File: src/rtl/ysyx_23060236_lsu_axi_master.sv
// AXI4-lite initiator for LSU loads/stores with byte-lane alignment and load extension.
// Latency: zero-wait load completes 3 cycles after acceptance; misaligned/illegal requests complete next cycle.
// Backpressure: one request in flight (req_ready low while busy); AXI valids held until handshake; response is never stalled.
module ysyx_23060236_lsu_axi_master #(
    parameter logic RESP_CHECK = 1'b1
) (
    input  logic        clock,
    input  logic        reset,
    input  logic        req_valid_i,
    output logic        req_ready_o,
    input  logic        req_wen_i,
    input  logic [31:0] req_addr_i,
    input  logic [31:0] req_wdata_i,
    input  logic [1:0]  req_size_i,
    input  logic        req_unsigned_i,
    output logic        rsp_valid_o,
    output logic [31:0] rsp_rdata_o,
    output logic        rsp_err_o,
    output logic [31:0] araddr_o,
    output logic        arvalid_o,
    input  logic        arready_i,
    input  logic [31:0] rdata_i,
    input  logic [1:0]  rresp_i,
    input  logic        rvalid_i,
    output logic        rready_o,
    output logic [31:0] awaddr_o,
    output logic        awvalid_o,
    input  logic        awready_i,
    output logic [31:0] wdata_o,
    output logic [3:0]  wstrb_o,
    output logic        wvalid_o,
    input  logic        wready_i,
    input  logic [1:0]  bresp_i,
    input  logic        bvalid_i,
    output logic        bready_o
);

    typedef enum logic [2:0] {
        S_IDLE,
        S_AR,
        S_R,
        S_W,
        S_B,
        S_ERR
    } state_t;

    state_t      state_q, state_d;
    logic [1:0]  off_q, off_d;
    logic [1:0]  size_q, size_d;
    logic        uns_q, uns_d;
    logic        req_ready_q, req_ready_d;
    logic [31:0] araddr_q, araddr_d;
    logic        arvalid_q, arvalid_d;
    logic        rready_q, rready_d;
    logic [31:0] awaddr_q, awaddr_d;
    logic        awvalid_q, awvalid_d;
    logic [31:0] wdata_q, wdata_d;
    logic [3:0]  wstrb_q, wstrb_d;
    logic        wvalid_q, wvalid_d;
    logic        bready_q, bready_d;
    logic        aw_done_q, aw_done_d;
    logic        w_done_q, w_done_d;
    logic        rsp_valid_q, rsp_valid_d;
    logic [31:0] rsp_rdata_q, rsp_rdata_d;
    logic        rsp_err_q, rsp_err_d;

    logic        misalign;
    logic [3:0]  strb_base;
    logic [31:0] rd_shift;
    logic [31:0] rd_ext;

    // Request legality and the unshifted byte-enable pattern for the requested size
    always_comb begin
        misalign  = 1'b0;
        strb_base = 4'b0000;
        case (req_size_i)
            2'd0: strb_base = 4'b0001;
            2'd1: begin
                strb_base = 4'b0011;
                misalign  = req_addr_i[0];
            end
            2'd2: begin
                strb_base = 4'b1111;
                misalign  = (req_addr_i[1:0] != 2'b00);
            end
            default: misalign = 1'b1;
        endcase
    end

    // Bring the addressed lanes of the read beat down to bit 0, then sign/zero extend
    always_comb begin
        rd_shift = rdata_i >> {off_q, 3'b000};
        rd_ext   = rd_shift;
        case (size_q)
            2'd0: rd_ext = uns_q ? {24'd0, rd_shift[7:0]}  : {{24{rd_shift[7]}}, rd_shift[7:0]};
            2'd1: rd_ext = uns_q ? {16'd0, rd_shift[15:0]} : {{16{rd_shift[15]}}, rd_shift[15:0]};
            default: rd_ext = rd_shift;
        endcase
    end

    // Next-state and registered-output computation; response fields default to an idle pulse
    always_comb begin
        state_d     = state_q;
        off_d       = off_q;
        size_d      = size_q;
        uns_d       = uns_q;
        req_ready_d = req_ready_q;
        araddr_d    = araddr_q;
        arvalid_d   = arvalid_q;
        rready_d    = rready_q;
        awaddr_d    = awaddr_q;
        awvalid_d   = awvalid_q;
        wdata_d     = wdata_q;
        wstrb_d     = wstrb_q;
        wvalid_d    = wvalid_q;
        bready_d    = bready_q;
        aw_done_d   = aw_done_q;
        w_done_d    = w_done_q;
        rsp_valid_d = 1'b0;
        rsp_rdata_d = 32'd0;
        rsp_err_d   = 1'b0;

        case (state_q)
            // ERR only holds the error pulse; it accepts a new request just like IDLE
            S_IDLE, S_ERR: begin
                state_d = S_IDLE;
                if (req_valid_i && req_ready_q) begin
                    off_d  = req_addr_i[1:0];
                    size_d = req_size_i;
                    uns_d  = req_unsigned_i;
                    if (misalign) begin
                        state_d     = S_ERR;
                        rsp_valid_d = 1'b1;
                        rsp_err_d   = 1'b1;
                    end else if (req_wen_i) begin
                        state_d     = S_W;
                        req_ready_d = 1'b0;
                        awaddr_d    = {req_addr_i[31:2], 2'b00};
                        awvalid_d   = 1'b1;
                        wvalid_d    = 1'b1;
                        wdata_d     = req_wdata_i << {req_addr_i[1:0], 3'b000};
                        wstrb_d     = strb_base << req_addr_i[1:0];
                        aw_done_d   = 1'b0;
                        w_done_d    = 1'b0;
                    end else begin
                        state_d     = S_AR;
                        req_ready_d = 1'b0;
                        araddr_d    = {req_addr_i[31:2], 2'b00};
                        arvalid_d   = 1'b1;
                    end
                end
            end
            S_AR: begin
                if (arvalid_q && arready_i) begin
                    arvalid_d = 1'b0;
                    rready_d  = 1'b1;
                    state_d   = S_R;
                end
            end
            S_R: begin
                if (rvalid_i && rready_q) begin
                    rready_d    = 1'b0;
                    req_ready_d = 1'b1;
                    state_d     = S_IDLE;
                    rsp_valid_d = 1'b1;
                    rsp_rdata_d = rd_ext;
                    rsp_err_d   = RESP_CHECK && (rresp_i != 2'b00);
                end
            end
            // AW and W retire independently; B is entered once both have handshaken
            S_W: begin
                if (awvalid_q && awready_i) begin
                    awvalid_d = 1'b0;
                    aw_done_d = 1'b1;
                end
                if (wvalid_q && wready_i) begin
                    wvalid_d = 1'b0;
                    w_done_d = 1'b1;
                end
                if (aw_done_d && w_done_d) begin
                    state_d   = S_B;
                    bready_d  = 1'b1;
                    aw_done_d = 1'b0;
                    w_done_d  = 1'b0;
                end
            end
            S_B: begin
                if (bvalid_i && bready_q) begin
                    bready_d    = 1'b0;
                    req_ready_d = 1'b1;
                    state_d     = S_IDLE;
                    rsp_valid_d = 1'b1;
                    rsp_err_d   = RESP_CHECK && (bresp_i != 2'b00);
                end
            end
            default: begin
                state_d     = S_IDLE;
                req_ready_d = 1'b1;
            end
        endcase
    end

    // State and output registers with synchronous reset
    always_ff @(posedge clock) begin
        if (reset) begin
            state_q     <= S_IDLE;
            off_q       <= 2'd0;
            size_q      <= 2'd0;
            uns_q       <= 1'b0;
            req_ready_q <= 1'b1;
            araddr_q    <= 32'd0;
            arvalid_q   <= 1'b0;
            rready_q    <= 1'b0;
            awaddr_q    <= 32'd0;
            awvalid_q   <= 1'b0;
            wdata_q     <= 32'd0;
            wstrb_q     <= 4'd0;
            wvalid_q    <= 1'b0;
            bready_q    <= 1'b0;
            aw_done_q   <= 1'b0;
            w_done_q    <= 1'b0;
            rsp_valid_q <= 1'b0;
            rsp_rdata_q <= 32'd0;
            rsp_err_q   <= 1'b0;
        end else begin
            state_q     <= state_d;
            off_q       <= off_d;
            size_q      <= size_d;
            uns_q       <= uns_d;
            req_ready_q <= req_ready_d;
            araddr_q    <= araddr_d;
            arvalid_q   <= arvalid_d;
            rready_q    <= rready_d;
            awaddr_q    <= awaddr_d;
            awvalid_q   <= awvalid_d;
            wdata_q     <= wdata_d;
            wstrb_q     <= wstrb_d;
            wvalid_q    <= wvalid_d;
            bready_q    <= bready_d;
            aw_done_q   <= aw_done_d;
            w_done_q    <= w_done_d;
            rsp_valid_q <= rsp_valid_d;
            rsp_rdata_q <= rsp_rdata_d;
            rsp_err_q   <= rsp_err_d;
        end
    end

    assign req_ready_o = req_ready_q;
    assign rsp_valid_o = rsp_valid_q;
    assign rsp_rdata_o = rsp_rdata_q;
    assign rsp_err_o   = rsp_err_q;
    assign araddr_o    = araddr_q;
    assign arvalid_o   = arvalid_q;
    assign rready_o    = rready_q;
    assign awaddr_o    = awaddr_q;
    assign awvalid_o   = awvalid_q;
    assign wdata_o     = wdata_q;
    assign wstrb_o     = wstrb_q;
    assign wvalid_o    = wvalid_q;
    assign bready_o    = bready_q;

endmodule
File: config.mk
export PLATFORM = sky130hd
export DESIGN_NAME = ysyx_23060236_lsu_axi_master
export DESIGN_NICKNAME = d
export VERILOG_FILES = /design/src/rtl/ysyx_23060236_lsu_axi_master.sv
export SDC_FILE = /design/constraint.sdc
export NUM_CORES = 1
export LEC_CHECK = 0
export BUFFER_PORTS_ARGS = -buffer_cell sky130_fd_sc_hd__buf_4
export CORE_ASPECT_RATIO = 1.5
export CORE_UTILIZATION = 48
export CTS_CLUSTER_SIZE = 20
export DETAILED_ROUTE_END_ITERATION = 10
export GPL_ROUTABILITY_DRIVEN = 0
export PLACE_DENSITY = 0.78
export SLEW_MARGIN = 20
export SYNTH_ARGS = -nofsm -noshare
export SYNTH_HDL_FRONTEND = slang
export SYNTH_SLANG_ARGS = --single-unit
File: constraint.sdc
create_clock -name clock -period 2.4 [get_ports clock]
set_input_delay 0.36 -clock clock [delete_from_list [all_inputs] [get_ports clock]]
set_output_delay 0.36 -clock clock [all_outputs]
set_load 0.05 [all_outputs]
==> results of run 1 <==
## metrics by stage
stage	total power (uW)	area (um2)	hold slack [ns]
2_1_floorplan	4400	6220	0.456
3_3_place_gp	5010	8080	0.439
3_5_place_dp	5040	8080	0.446
4_1_cts	7630	8660	0.123
5_1_grt	7920	8660	0.128
6_report	7590	8660	0.134
## placed cells by master (no fill, tap or decap), types with 4 or more instances in the layout
cell type / netlist / final
sky130_fd_sc_hd__nand2_1: 198 / 198
sky130_fd_sc_hd__nand3_1: 10 / 10
sky130_fd_sc_hd__o211ai_1: 9 / 9
sky130_fd_sc_hd__mux2i_1: 38 / 38
sky130_fd_sc_hd__clkbuf_16: 0 / 17
sky130_fd_sc_hd__o21ai_0: 10 / 10
sky130_fd_sc_hd__dfxtp_1: 146 / 146
sky130_fd_sc_hd__inv_1: 7 / 7
sky130_fd_sc_hd__buf_4: 7 / 265
sky130_fd_sc_hd__or3_1: 10 / 10
sky130_fd_sc_hd__nor2b_1: 6 / 6
sky130_fd_sc_hd__inv_6: 0 / 5
sky130_fd_sc_hd__a211oi_1: 19 / 19
sky130_fd_sc_hd__conb_1: 1 / 4
sky130_fd_sc_hd__a21oi_1: 116 / 116
sky130_fd_sc_hd__nor2_1: 45 / 45
sky130_fd_sc_hd__mux2_2: 17 / 17
sky130_fd_sc_hd__nor3_1: 13 / 13
## metal layers
| metal | wire length [um] | vias to the layer above | global-route usage [%] |
|---|---|---|---|
| li1 | - | 2958 | - |
| met1 | 6630 | 2739 | 27.5 |
| met2 | 9010 | 248 | 46.9 |
| met3 | 1520 | 52 | 8.74 |
| met4 | 879 | 0 | 15.3 |
| met5 | 0 | - | 0 |
## state kept, by name (all words and copies together), names as in the netlist, 2 cells and up
signal	flops
araddr_o	30
awaddr_o	30
rsp_rdata_o	32
size_q	2
state_q	3
wdata_o	32
off_q	2
wstrb_o	4
## power by group
group / internal, uW / switching (uW) / total (uW) / leakage (uW)
Sequential: 2620 / 152 / 2770 / 0.00118
Clock: 1490 / 1110 / 2600 / 0.000280
Combinational: 787 / 1430 / 2220 / 0.00220
Total: 4900 / 2690 / 7590 / 0.00367
## worst paths after layout
check                endpoint        start  slack [ns]
hold / removal      awvalid_o    awready_i        0.13
setup reg to reg  wdata_o[15]   state_q[0]        0.37
setup / recovery  wdata_o[15]   state_q[0]        0.37
hold reg to reg   wdata_o[11]  wdata_o[11]        0.45
## cell families after synthesis
| group | count (synthesis) | share of synthesized area (%) |
|---|---|---|
| AO/OA/AOI/OAI | 169 | 15.5 |
| XOR/XNOR | 1 | 0.262 |
| adder cells (fa/ha/maj) | 5 | 0.927 |
| buffers and inverters | 72 | 6.73 |
| flip-flops | 146 | 47.1 |
| multiplexers | 55 | 9.21 |
| other | 1 | 0.0604 |
| AND/OR/NAND/NOR | 297 | 20.2 |
## layout make-up
type | instances | share of cell area, %
well taps | 156 | 2.25
multi-input cells | 531 | 33.3
clock buffers | 18 | 5.07
inverters | 8 | 0.347
repair buffers | 268 | 23.7
flip-flops and latches | 146 | 33.7
clock inverters | 14 | 1.66
==> summary.txt, run 1 <==
Timing
  – Period minus WS final: between 2 and 2.5 ns
  – Smallest setup slack after layout: 0.375 ns
  – Highest attainable clock frequency: around 0.49 GHz
  – Final-report max-slew violation count: 0
  – Unrepaired setup endpoints after global routing: false
  – Headroom to the max-slew limit: 58.3%
  – Final hold violation count: 0
  – Tcrit/Tclk final: a little over four fifths
  – Setup-failing EPs final: 0
  – Slew at the pin closest to its max-slew limit: approximately 0.63 ns
  – Setup Total Neg Slack: 0 ns
  – Worst clock skew on the final layout: about 0.0068 ns

Yosys
  – Commonest cells in the synthesized netlist: 198 x sky130_fd_sc_hd__nand2_1, 146 x sky130_fd_sc_hd__dfxtp_1, 116 x sky130_fd_sc_hd__a21oi_1
  – Share of flip-flops with an asynchronous set or reset: 0%
  – Count of distinct cell types in the synthesized netlist: slightly below 50
  – Post-synthesis cell type with the largest combined area: sky130_fd_sc_hd__dfxtp_1
  – Primary flip-flop cell chosen by synthesis mapping: sky130_fd_sc_hd__dfxtp_1
  – Number of flip-flops and latches in the synthesized netlist: 146
  – Portion of synthesized cell area occupied by the leading cell type: between 40 and 50%
  – Leading cell types by total area after synthesis: sky130_fd_sc_hd__dfxtp_1 47%, sky130_fd_sc_hd__nand2_1 12%, sky130_fd_sc_hd__a21oi_1 9.4%
  – Post-synthesis sequential area ratio: between 40% and 50%
  – Synthesis warning total: 0
  – Synthesized netlist cell count: roughly 750
  – Netlist area before placement: between 0.006 and 0.007 mm2
  – Syn_area_per_cell: ~8.3 um2
  – Library cell with the highest instance count after synthesis: sky130_fd_sc_hd__nand2_1
  – Post-synth EDFFs: 0

Setup path
  – Worst Setup End Kind: register
  – CP startpoint kind: register
  – Number of cells on the critical path: 6
  – Required @ worst endpoint: ~2.7 ns
  – Worst path bufs/invs: 1
  – Critical path class: reg -> reg
  – Slowest cell on the critical path: sky130_fd_sc_hd__dfxtp_1
  – Crit-path max cell delay: ~0.53 ns
  – CP delay by family, top: simple AND/OR/NAND/NOR gates
  – Worst-path fanout max: 68
  – Cells along the critical path: xor2_2 > nor3_4 > nand3_2 > buf_12 > or3_1 > a21oi_1
  – Data arrival time of the critical path: around 2.4 ns
  – R2R depth: 6

GRT
  – Vias in the first global route: around 5700
  – First-pass GRT wire length: around 28 mm
  – Largest net degree at the start of global routing: between 60 and 70
  – Combined global-route utilization of all metal layers: between 20% and 30%
  – Number of antenna violations at the first check in global routing: 0
  – Total overflow reported by the global router: 0

Routing
  – Wire length per cell: 15.8 um
  – Residual DRC count: 0
  – Iteration count of the initial detailed-routing pass: 4
  – Via/cell ratio: about 5.3
  – Drt total wl: 18.0 mm
  – DRC violation total after the first TritonRoute iteration: roughly 240
  – Number of routed nets with antenna violations: 0
  – Vias post-DR: ~6000

Floorplanning
  – Number of standard-cell rows in the floorplan: 50
  – Die width: around 95 um
  – Starting utilization of the core area: between 40% and 50%
  – Area of the placeable core: 0.0126 mm2
  – Overall die height: 141 um
  – Die Area: roughly 0.013 mm2
  – Number of I/O pins: 252

CTS
  – Clk pin slew, worst setup/hold paths: 0.06 ns
  – Master cell of the clock root buffer: sky130_fd_sc_hd__clkbuf_16
  – Number of buffers between clock root and the deepest sink: 2
  – Clock sinks: 146
  – Source-to-sink clock delay at the later pin of the worst-skew pair: between 0.4 and 0.5 ns
  – Buffers inserted during post-CTS setup optimization: 0
  – Clock tree from TritonCTS: yes
  – Count of H-tree levels built during CTS: 4
  – Number of hold buffers added after cts: 0
  – Gates resized, CTS repair: 0
  – CTS buffer count: 17

Place
  – Count of port buffers added during placement: roughly 250
  – Worst slack, placed: ~0.23 ns
  – Number of cells in the design after placement: approximately 1100
  – Half-perimeter wire length after detailed placement: between 10 and 15 mm

Final layout
  – Register area: just under 0.003 mm2
  – Layout cells sized above 1: 33.2%
  – Area delta synth->final: 39.5%
  – Total inserted antenna cells: 0
  – Count of filler cells inserted in the layout: around 1100
  – Combined area of the multi-input logic cells: 0.00288 mm2
  – Final non-filler cell total: approximately 1100
  – Number of nets in the layout: around 1100
  – Final core occ: between 60 and 70%

Worst hold path
  – Path category of the worst min-delay check: in -> reg
  – Hold Path Stages: 2

Power
  – PD cells: between 800 and 900 mW/mm2
  – VDD IR-drop max: 547 uV
  – Leakage Power: ~0.0037 uW

Run status
  – Result of the run: finished, final reports clean

Run
  – Maxcap violations: 0
No activity file was read; power rests on OpenSTA's default activity.
==> inputs of run 2 (changes only) <==
==> constraint.sdc (replaced) <==
create_clock -name clock -period 2.07 [get_ports clock]
set_input_delay 0.3105 -clock clock [delete_from_list [all_inputs] [get_ports clock]]
set_output_delay 0.3105 -clock clock [all_outputs]
set_load 0.05 [all_outputs]
==> run 2 against run 1 <==
- clock skew rose by 0.0038 ns
- sequential power rose by 16%
- highest routed layer unchanged
- first-iteration DRC count rose by 12%
- sequential cell count did not move
- worst hold slack got worse by 0.044 ns
- design area rose by 0.40%
- sequential share of layout area fell by 0.14 points
- non-clock buffer count rose by 5
- die area did not move
==> summary.txt, run 2 (synthesis results as in run 1) <==
Run status
  – Result of the run: finished, final reports clean

Timing
  – Setup-failing EPs final: 0
  – Period minus WS final: ~1.9 ns
  – Final-report max-slew violation count: 0
  – Minimum hold slack: roughly 0.090 ns
  – Final hold violation count: 0
  – Tcrit/Tclk final: 92.0%
  – Setup Total Neg Slack: 0 ns
  – Headroom to the max-slew limit: roughly 65%
  – Highest attainable clock frequency: between 0.5 and 0.6 GHz
  – Unrepaired setup endpoints after global routing: false
  – Worst clock skew on the final layout: about 0.011 ns
  – Slew at the pin closest to its max-slew limit: ~0.52 ns

Floorplanning
  – Number of standard-cell rows in the floorplan: 50
  – Die width: 94.9 um
  – Number of I/O pins: about 250
  – Overall die height: 141 um
  – Area of the placeable core: ~0.013 mm2
  – Die Area: about 0.013 mm2
  – Starting utilization of the core area: 49.4%

Routing
  – Vias post-DR: ~6000
  – Wire length per cell: ~16 um
  – Residual DRC count: 0
  – DRC violation total after the first TritonRoute iteration: 266
  – Iteration count of the initial detailed-routing pass: 4
  – Number of routed nets with antenna violations: 0
  – Drt total wl: between 15 and 20 mm
  – Via/cell ratio: approximately 5.3

CTS
  – Clock tree from TritonCTS: yes
  – Master cell of the clock root buffer: sky130_fd_sc_hd__clkbuf_16
  – Source-to-sink clock delay at the later pin of the worst-skew pair: 0.41 ns
  – Clock sinks: about 150
  – Number of buffers between clock root and the deepest sink: 2
  – Buffers inserted during post-CTS setup optimization: 0
  – Gates resized, CTS repair: 0
  – CTS buffer count: 17
  – Clk pin slew, worst setup/hold paths: about 0.06 ns
  – Count of H-tree levels built during CTS: 4
  – Number of hold buffers added after cts: 0

GRT
  – Largest net degree at the start of global routing: 48
  – First-pass GRT wire length: between 20 and 30 mm
  – Combined global-route utilization of all metal layers: a little over a quarter
  – Number of antenna violations at the first check in global routing: 0
  – Vias in the first global route: between 5000 and 6000
  – Total overflow reported by the global router: 0

Place
  – Count of port buffers added during placement: about 250
  – Half-perimeter wire length after detailed placement: 13.7 mm
  – Placed Instance Area: around 0.0081 mm2
  – Number of cells in the design after placement: roughly 1100

Power
  – Leakage Power: about 0.0037 uW
  – PD cells: about 1000 mW/mm2
  – VDD IR-drop max: about 630 uV

Setup path
  – Worst-path fanout max: 43
  – Required @ worst endpoint: approximately 2.4 ns
  – Slowest cell on the critical path: sky130_fd_sc_hd__dfxtp_1
  – Cells along the critical path: xor2_2 > nor3_4 > nand3_2 > buf_12 > or3_1 > a21oi_1
  – Worst path bufs/invs: 1
  – Critical path class: reg -> reg
  – Setup slack, reg-to-reg: 0.17 ns
  – R2R depth: 6
  – R2r startpoint: state_q[2]
  – CP delay by family, top: simple AND/OR/NAND/NOR gates
  – Data arrival time of the critical path: roughly 2.2 ns
  – Worst Setup End Kind: register
  – Crit-path max cell delay: approximately 0.47 ns
  – Worst reg2reg endpoint: wdata_o[15]
  – CP startpoint kind: register

Final layout
  – Number of nets in the layout: roughly 1100
  – Summed area of non-filler cells in the final layout: approximately 0.0087 mm2
  – Total inserted antenna cells: 0
  – Final non-filler cell total: ~1100
  – Most common library cell in the layout ignoring fill and taps: sky130_fd_sc_hd__buf_4
  – Final core occ: ~70%
  – Layout cells sized above 1: roughly 33%
  – Area delta synth->final: 40.1%
  – Combined area of the multi-input logic cells: 0.00288 mm2
  – Register area: between 0.002 and 0.003 mm2
  – Count of filler cells inserted in the layout: 1084
  – Most frequent cells in the layout: 268 x sky130_fd_sc_hd__buf_4, 198 x sky130_fd_sc_hd__nand2_1, 146 x sky130_fd_sc_hd__dfxtp_1, 116 x sky130_fd_sc_hd__a21oi_1, 45 x sky130_fd_sc_hd__nor2_1

Worst hold path
  – Hold-critical path endpoint: wvalid_o
  – Startpoint of the worst hold path: wready_i
  – Hold Path Stages: 2
  – Path category of the worst min-delay check: in -> reg

Run
  – Maxcap violations: 0
-- run 2: how the worst max path moves through the flow --
stage | startpoint | end | slack [ns] | cells past startpoint
finish | state_q[2] | wdata_o[15] | 0.17 | 6
global route | state_q[2] | wdata_o[15] | 0.07 | 6
detailed placement | req_size_i[0] | wdata_o[15] | -0.03 | 9
global placement | req_size_i[0] | wdata_o[12] | 0.08 | 9
CTS | state_q[2] | wdata_o[15] | 0.16 | 6
floorplan | req_size_i[0] | state_q[1] | 0.25 | 8
-- run 2: stage by stage --
stage          worst slack [ns]  power [uW]
5_1_grt                  0.0686        9080
4_1_cts                   0.164        8740
2_1_floorplan             0.248        5100
3_5_place_dp            -0.0324        5880
6_report                  0.166        8670
3_3_place_gp             0.0837        5840
-- run 2: metal layers --
metal / vias up / GRT usage [%] / share of wire [%]
met2: 246 / 47.3 / 50
met1: 2753 / 28.3 / 36
li1: 2970 / - / -
met3: 50 / 10.2 / 8.8
met4: 0 / 14.9 / 4.3
met5: - / 0 / 0
-- run 2: final cells by class --
cell class / instances / area share [%]
flip-flops and latches: 146 / 33.6
well taps: 156 / 2.24
inverters: 8 / 0.345
multi-input cells: 531 / 33.1
clock inverters: 12 / 1.25
repair buffers: 273 / 24.3
clock buffers: 20 / 5.14
-- run 2: worst register-to-register path, cell delays in order (launching register included) --
cell and delay (ns):
sky130_fd_sc_hd__dfxtp_1 0.47, sky130_fd_sc_hd__xor2_2 0.14, sky130_fd_sc_hd__nor3_4 0.33, sky130_fd_sc_hd__nand3_2 0.16
sky130_fd_sc_hd__buf_12 0.20, sky130_fd_sc_hd__or3_1 0.36, sky130_fd_sc_hd__a21oi_1 0.17
-- run 2: where the power goes --
group / internal (uW) / switching [uW] / leakage (uW) / total, uW
combinational: 936 / 1670 / 0.00224 / 2610
clock: 1680 / 1170 / 0.000258 / 2850
sequential: 3040 / 175 / 0.00118 / 3210
